## config.mk

```make
export PLATFORM = sky130hd
export DESIGN_NAME = wb_master
export DESIGN_NICKNAME = d
export VERILOG_FILES = /design/src/rtl/wb_master.sv
export SDC_FILE = /design/constraint.sdc
export NUM_CORES = 1
export LEC_CHECK = 0
export CAP_MARGIN = 20
export CORE_MARGIN = 3
export CORE_UTILIZATION = 43
export CTS_BUF_LIST = sky130_fd_sc_hd__clkbuf_2
export CTS_CLUSTER_DIAMETER = 120
export CTS_CLUSTER_SIZE = 28
export DETAILED_ROUTE_END_ITERATION = 16
export GPL_TIMING_DRIVEN = 1
export HOLD_SLACK_MARGIN = 0.15
export PLACE_DENSITY = 0.87
export SYNTH_ARGS = -nofsm -noshare
export SYNTH_HDL_FRONTEND = slang
export SYNTH_SLANG_ARGS = --single-unit
```

## constraint.sdc

```tcl
create_clock -name clk_i -period 1.6 [get_ports clk_i]
set_input_delay 0.32 -clock clk_i [delete_from_list [all_inputs] [get_ports clk_i]]
set_output_delay 0.32 -clock clk_i [all_outputs]
set_load 0.005 [all_outputs]
```

## src/rtl/wb_master.sv

```systemverilog
// Single-outstanding Wishbone classic master: core load/store requests become WB cycles.
// Optional ACK timeout abort is compiled in when WB_TIMEOUT_EN is defined.
module wb_master #(
    parameter int ADDR_WIDTH     = 32,
    parameter int DATA_WIDTH     = 32,
    parameter int TIMEOUT_CYCLES = 255
) (
    input  logic                    clk_i,
    input  logic                    rst_i,
    input  logic                    req_i,
    input  logic                    we_i,
    input  logic [1:0]              size_i,
    input  logic [ADDR_WIDTH-1:0]   addr_i,
    input  logic [DATA_WIDTH-1:0]   wdata_i,
    output logic                    ready_o,
    output logic                    done_o,
    output logic [DATA_WIDTH-1:0]   rdata_o,
    output logic                    err_o,
    output logic [ADDR_WIDTH-1:0]   ADR_O,
    output logic [DATA_WIDTH-1:0]   DAT_O,
    input  logic [DATA_WIDTH-1:0]   DAT_I,
    output logic                    WE_O,
    output logic [DATA_WIDTH/8-1:0] SEL_O,
    output logic                    STB_O,
    output logic                    CYC_O,
    input  logic                    ACK_I
);

    typedef enum logic [1:0] {IDLE, WAIT_ACK, RELEASE} state_t;

    state_t                    state_q, state_d;
    logic                      stb_q, stb_d;
    logic                      we_q, we_d;
    logic [DATA_WIDTH/8-1:0]   sel_q, sel_d;
    logic [ADDR_WIDTH-1:0]     adr_q, adr_d;
    logic [DATA_WIDTH-1:0]     dat_q, dat_d;
    logic [1:0]                size_q, size_d;
    logic                      ready_q, ready_d;
    logic                      done_q, done_d;
    logic [DATA_WIDTH-1:0]     rdata_q, rdata_d;

`ifdef WB_TIMEOUT_EN
    localparam int CNT_W = $clog2(TIMEOUT_CYCLES + 1);
    logic [CNT_W-1:0]          cnt_q, cnt_d;
    logic                      err_q, err_d;
`endif

    function automatic logic [DATA_WIDTH/8-1:0] sel_for(input logic [1:0] size, input logic [1:0] a);
        case (size)
            2'b00:   sel_for = 4'b0001 << a;
            2'b01:   sel_for = a[1] ? 4'b1100 : 4'b0011;
            default: sel_for = 4'b1111;
        endcase
    endfunction

    function automatic logic [DATA_WIDTH-1:0] lanes_for(input logic [1:0] size, input logic [DATA_WIDTH-1:0] w);
        case (size)
            2'b00:   lanes_for = {4{w[7:0]}};
            2'b01:   lanes_for = {2{w[15:0]}};
            default: lanes_for = w;
        endcase
    endfunction

    function automatic logic [DATA_WIDTH-1:0] extract(input logic [1:0] size, input logic [1:0] a,
                                                      input logic [DATA_WIDTH-1:0] d);
        logic [DATA_WIDTH-1:0] shifted;
        case (size)
            2'b00: begin
                shifted = d >> {a, 3'b000};
                extract = {24'd0, shifted[7:0]};
            end
            2'b01: begin
                shifted = d >> {a[1], 4'b0000};
                extract = {16'd0, shifted[15:0]};
            end
            default: extract = d;
        endcase
    endfunction

    always_comb begin
        state_d = state_q;
        stb_d   = stb_q;
        we_d    = we_q;
        sel_d   = sel_q;
        adr_d   = adr_q;
        dat_d   = dat_q;
        size_d  = size_q;
        ready_d = ready_q;
        done_d  = 1'b0;
        rdata_d = rdata_q;
`ifdef WB_TIMEOUT_EN
        cnt_d   = cnt_q;
        err_d   = err_q;
`endif
        case (state_q)
            IDLE: begin
                ready_d = 1'b1;
                if (req_i) begin
                    state_d = WAIT_ACK;
                    stb_d   = 1'b1;
                    ready_d = 1'b0;
                    we_d    = we_i;
                    adr_d   = addr_i;
                    sel_d   = sel_for(size_i, addr_i[1:0]);
                    dat_d   = we_i ? lanes_for(size_i, wdata_i) : '0;
                    size_d  = size_i;
`ifdef WB_TIMEOUT_EN
                    cnt_d   = '0;
`endif
                end
            end
            WAIT_ACK: begin
                // ACK is checked first so it wins over a coincident timeout
                if (ACK_I) begin
                    state_d = RELEASE;
                    stb_d   = 1'b0;
                    we_d    = 1'b0;
                    sel_d   = '0;
                    done_d  = 1'b1;
                    if (!we_q)
                        rdata_d = extract(size_q, adr_q[1:0], DAT_I);
`ifdef WB_TIMEOUT_EN
                    err_d   = 1'b0;
                end else if (cnt_q == CNT_W'(TIMEOUT_CYCLES - 1)) begin
                    state_d = RELEASE;
                    stb_d   = 1'b0;
                    we_d    = 1'b0;
                    sel_d   = '0;
                    done_d  = 1'b1;
                    err_d   = 1'b1;
                    rdata_d = '0;
                end else begin
                    cnt_d   = cnt_q + 1'b1;
`endif
                end
            end
            RELEASE: begin
                // a still-high ACK belongs to the finished transfer; wait it out
                if (!ACK_I) begin
                    state_d = IDLE;
                    ready_d = 1'b1;
                end
            end
            default: state_d = IDLE;
        endcase
    end

    always_ff @(posedge clk_i) begin
        if (rst_i) begin
            state_q <= IDLE;
            stb_q   <= 1'b0;
            we_q    <= 1'b0;
            sel_q   <= '0;
            adr_q   <= '0;
            dat_q   <= '0;
            size_q  <= 2'b00;
            ready_q <= 1'b1;
            done_q  <= 1'b0;
            rdata_q <= '0;
`ifdef WB_TIMEOUT_EN
            cnt_q   <= '0;
            err_q   <= 1'b0;
`endif
        end else begin
            state_q <= state_d;
            stb_q   <= stb_d;
            we_q    <= we_d;
            sel_q   <= sel_d;
            adr_q   <= adr_d;
            dat_q   <= dat_d;
            size_q  <= size_d;
            ready_q <= ready_d;
            done_q  <= done_d;
            rdata_q <= rdata_d;
`ifdef WB_TIMEOUT_EN
            cnt_q   <= cnt_d;
            err_q   <= err_d;
`endif
        end
    end

    assign ready_o = ready_q;
    assign done_o  = done_q;
    assign rdata_o = rdata_q;
    assign ADR_O   = adr_q;
    assign DAT_O   = dat_q;
    assign WE_O    = we_q;
    assign SEL_O   = sel_q;
    assign STB_O   = stb_q;
    assign CYC_O   = stb_q;
`ifdef WB_TIMEOUT_EN
    assign err_o   = err_q;
`else
    assign err_o   = 1'b0;
`endif

endmodule

```

### Yosys cells after proc, flatten, opt, wreduce, memory -nomap -nowiden

Index checks and enable logic that the tools add are counted.

* register bits after elaboration: 108
* logic and storage cells: 54
* bits of input ports: 103

* reduce and logical (&&, ||, !) cells: 11
* mux-type cells: 21
* equal/unequal tests: 7
* bitwise operators: 2
* shifts and indexed selects: 3

Operators by type and width (number)
* $pmux 32 s2: 2
* $mux 32: 1
* $shr 32x5->16: 1
* $shr 32x5->8: 1
* $pmux 4 s2: 2
* $mux 4: 3
* $reduce_and 3->1: 3
* $eq 2x1->1 const B: 3
* $logic_not 2->1: 3
* $mux 1: 6
* $mux 2: 3
* $ne 2x2->1 const B: 3
* $pmux 1 s2: 3
* $pmux 2 s3: 1
* $reduce_and 2->1: 2
* $reduce_bool 2->1: 2
* $shl 1x2->4 const A: 1
* $eq 2x2->1 const B: 1
* $not 1->1: 2
* $reduce_or 2->1: 1

### Depth between registers and ports, before layout

* word-level depth: 4
* depth in mapped cells: 6
* gate-level depth less buffers: 4

### Least setup slack after synthesis

Ideal clock, no wire load.

* path kind: flip-flop to flip-flop
* from: register adr_q[1], in the netlist ADR_O[1]
* to: register rdata_q[0], in the netlist rdata_o[0]
* arrival time: 1351 ps
* required time: 1476 ps
* clock period less this slack: 1475 ps
* cell stages (with the launch flop): 6
* library setup time: 124 ps
* setup slack: 125 ps
* cell sequence: dfxtp_1 -> buf_2 -> clkinv_1 -> a21o_1 -> a221oi_1 -> o2bb2ai_1

* word-level cells in the longest chain between the ends: 2
* elaborated cells on any way between the ends: 3
* those cells by class: shift (2); mux (1)

RTL lines
* start: declaration: line 35 `logic [ADDR_WIDTH-1:0] adr_q, adr_d;`
* start signal: assignment: line 169 `adr_q <= adr_d;`
* $shr 32x5->16 / $shr 32x5->8 (equally long branches): line 73, 69
* $pmux 32 s2 (*): line 67 `case (size)`
* end signal: assignment: line 174 `rdata_q <= rdata_d;`
* end: declaration: line 40 `logic [DATA_WIDTH-1:0] rdata_q, rdata_d;`

Mark *: on every way between the ends. The rest lies on a longest branch, timed or not.
A chain may end at the register's enable or synchronous reset.

### Worst setup path after layout

* from: register rdata_q[12], in the netlist rdata_o[12]
* to: output port rdata_o[12]

RTL lines
* end: declaration: line 17 `output logic [DATA_WIDTH-1:0] rdata_o,`

No word-level cell between the ends.

==> results.json <==
{
  "crit_family": "flip-flops",
  "yosys-top-cells-area": "dfxtp_1, nand2_1, a21oi_1, mux2_2, nand3_1",
  "cts_sinks": 108,
  "critPathBufInv": 1,
  "rr_worst_depth": 4,
  "fin_hold_ws_ns": 0.2263,
  "hold_viol_final": 0,
  "multi_input_area_sq_mm": 0.002158,
  "worstPathMaxFanout": 2,
  "drv_cap": 0,
  "critical_path_class": "reg -> out",
  "cp_slowest_cell": "dfxtp_2",
  "syn_area_per_cell_sq_um": 8.307,
  "fin_cells": 938,
  "wl_per_cell_um": 16.88,
  "clockBufferDepth": 2,
  "coreArea_sq_mm": 0.01032,
  "h-tree-depth": 3,
  "hold-path-cell-count": 3,
  "power_mw": 5.513,
  "dp.cells": 899,
  "ioPinCount": 209,
  "async_flop_share_pct": 0,
  "synth_ff_type": "dfxtp_1",
  "rsz0062_at_grt": "yes",
  "num_rows": 37,
  "timing.fmax_mhz": 642.9,
  "drtIter0Drc": 296,
  "routed_wirelength_mm": 15.83,
  "tns_ns": 0,
  "slew_headroom_pct": 58.70,
  "syn_inst": 551,
  "port_buffers": 207,
  "timing.final.crit_share_pct": 97.21,
  "ant_nets": 0,
  "cts_buffers": 9,
  "finClkSkew_ns": 0.02128,
  "fillers": 831,
  "vias": 5062,
  "drc": 0,
  "drv_slew": 0,
  "cts_tree": "built",
  "clock_latency_ns": 0.59,
  "dieWidth_um": 109.2,
  "synth_edf_count": 0,
  "setup_violations": 0,
  "dr.pass1.iters": 6,
  "grt_util_all_layers_pct": 25.55,
  "min_period_ns": 1.555,
  "antenna_cells": 0,
  "seq_area_sq_mm": 0.002300,
  "setup.worst_path.start_class": "register",
  "fin_ws_ns": 0.04458,
  "fin_util_pct": 71.00,
  "ir_drop_uv": 393.9,
  "worstMarginPinSlew_ns": 0.6172,
  "place_congestion": 0.9388,
  "finalNetCount": 900,
  "overflow": 0,
  "synth_top_area_cell": "dfxtp_1",
  "first_global_vias": 4906,
  "syn_area_sq_mm": 0.004577,
  "cp_cell_sequence": "dlygate4sd2_1",
  "fin_area_sq_mm": 0.007330,
  "start_util_pct": 44.33,
  "placed_area_sq_mm": 0.007053,
  "preCtsSetupSlack_ns": -0.3460,
  "grt_first_pass_wirelength_mm": 23.98,
  "crit_path_max_incr_delay_ns": 0.39,
  "powerDensity_mw_per_mm2": 752.2,
  "yosysTopAreaCellShare_pct": 47.24,
  "die_y_um": 109.2,
  "grt_max_degree": 37,
  "p_leak_nw": 3.047,
  "synth_seq_cells": 108,
  "worst_ep_arrival_time_ns": 1.24,
  "synth_cell_types": 36,
  "clk_pin_slew_ns": 0.30,
  "cts_root_buffer": "clkbuf_2",
  "area_growth_pct": 60.14,
  "cp.depth": 1,
  "hp-class": "in -> reg",
  "hpwl_mm": 11.55,
  "syn-num-nets": 654,
  "ys_warn_count": 0,
  "ys_seq_area_share_pct": 47.24,
  "drive_gt1_share_pct": 32.92,
  "endpoint_kind": "primary output",
  "worst_ep_required_time_ns": 1.28,
  "antenna_found_initial": 0,
  "die_area_sq_mm": 0.01192,
  "routed_via_density": 5.397,
  "status": "complete, no violations"
}
## placed cells by master (no fill, tap or decap), types with 2 or more instances in the layout
cell / n
clkinv_4: 2
buf_4: 70
dfxtp_2: 104
clkbuf_2: 37
clkinv_2: 4
and3_1: 8
nand2_1: 122
a211o_1: 14
clkdlybuf4s15_1: 59
a221oi_1: 11
nor3_1: 11
mux2_2: 24
a221oi_2: 5
a22oi_1: 3
dfxtp_1: 2
buf_12: 4
o21ai_0: 11
nor2_1: 15
inv_1: 16
nand3_1: 33
dlygate4sd2_1: 16
a22o_1: 8
dfxtp_4: 2
clkdlybuf4s50_1: 101
buf_6: 2
nand2b_1: 3
a21oi_1: 86
o2bb2ai_1: 8
## Yosys cell counts (8+ instances only)
cell,number
a211o_1,14
a21oi_1,86
a221oi_1,12
a22o_1,8
and3_1,8
buf_2,15
clkbuf_1,25
dfxtp_1,108
inv_1,16
mux2_2,24
nand2_1,122
nand3_1,33
nor2_1,16
nor3_1,11
o21ai_0,11
o2bb2ai_1,8
## cell type report
class,count,area share (%)
clock buffers,9,0.6145
clock inverters,7,0.9218
inverters,17,0.8706
multi-input cells,379,29.45
flip-flops and latches,108,31.38
well taps,136,2.322
repair buffers,282,34.45
## kinds of logic after synthesis
family	Yosys count	synth area share, %
XOR/XNOR	1	0.1914
flip-flops	108	47.24
other	1	0.08193
AND/OR/NAND/NOR	199	18.64
AO/OA/AOI/OAI	152	21.49
buffers and inverters	65	6.233
multiplexers	25	6.124
## timing repair
action,4_1_cts,5_1_grt
gates cloned,0,1
endpoints found under the hold margin,11,0
hold buffers,1,0
endpoints found under the setup margin,105,98
pin swaps,0,1
setup buffers,18,3
resized for setup,224,115
## worst paths after layout
kind	startpoint	to	slack, ns
max	rdata_o[12]	rdata_o[12]	0.04
min	addr_i[3]	ADR_O[3]	0.23
max reg2reg	state_q[0]	ADR_O[9]	0.05
min reg2reg	rdata_o[28]	rdata_o[28]	0.47
## where the power goes
group,switching (mW),internal (mW),leakage [nW]
combinational,0.588,0.711,2.04
sequential,0.0790,2.86,0.927
clock,0.922,0.358,0.0754
## metal layers
layer / share of wire (%) / track usage [%] / vias up
met4: 2.0 / 8.816 / 0
met3: 8.5 / 7.756 / 29
met5: 0 / 0 / -
met2: 49 / 44.25 / 208
met1: 40 / 29.97 / 2415
li1: - / - / 2410
## flip-flops by register name, indices dropped and copies added (netlist names)
signal	cells
ADR_O	32
DAT_O	32
rdata_o	32
SEL_O	4
size_q	2
state_q	2
CYC_O	1
WE_O	1
done_o	1
ready_o	1
(Power assumes the default switching activity.)
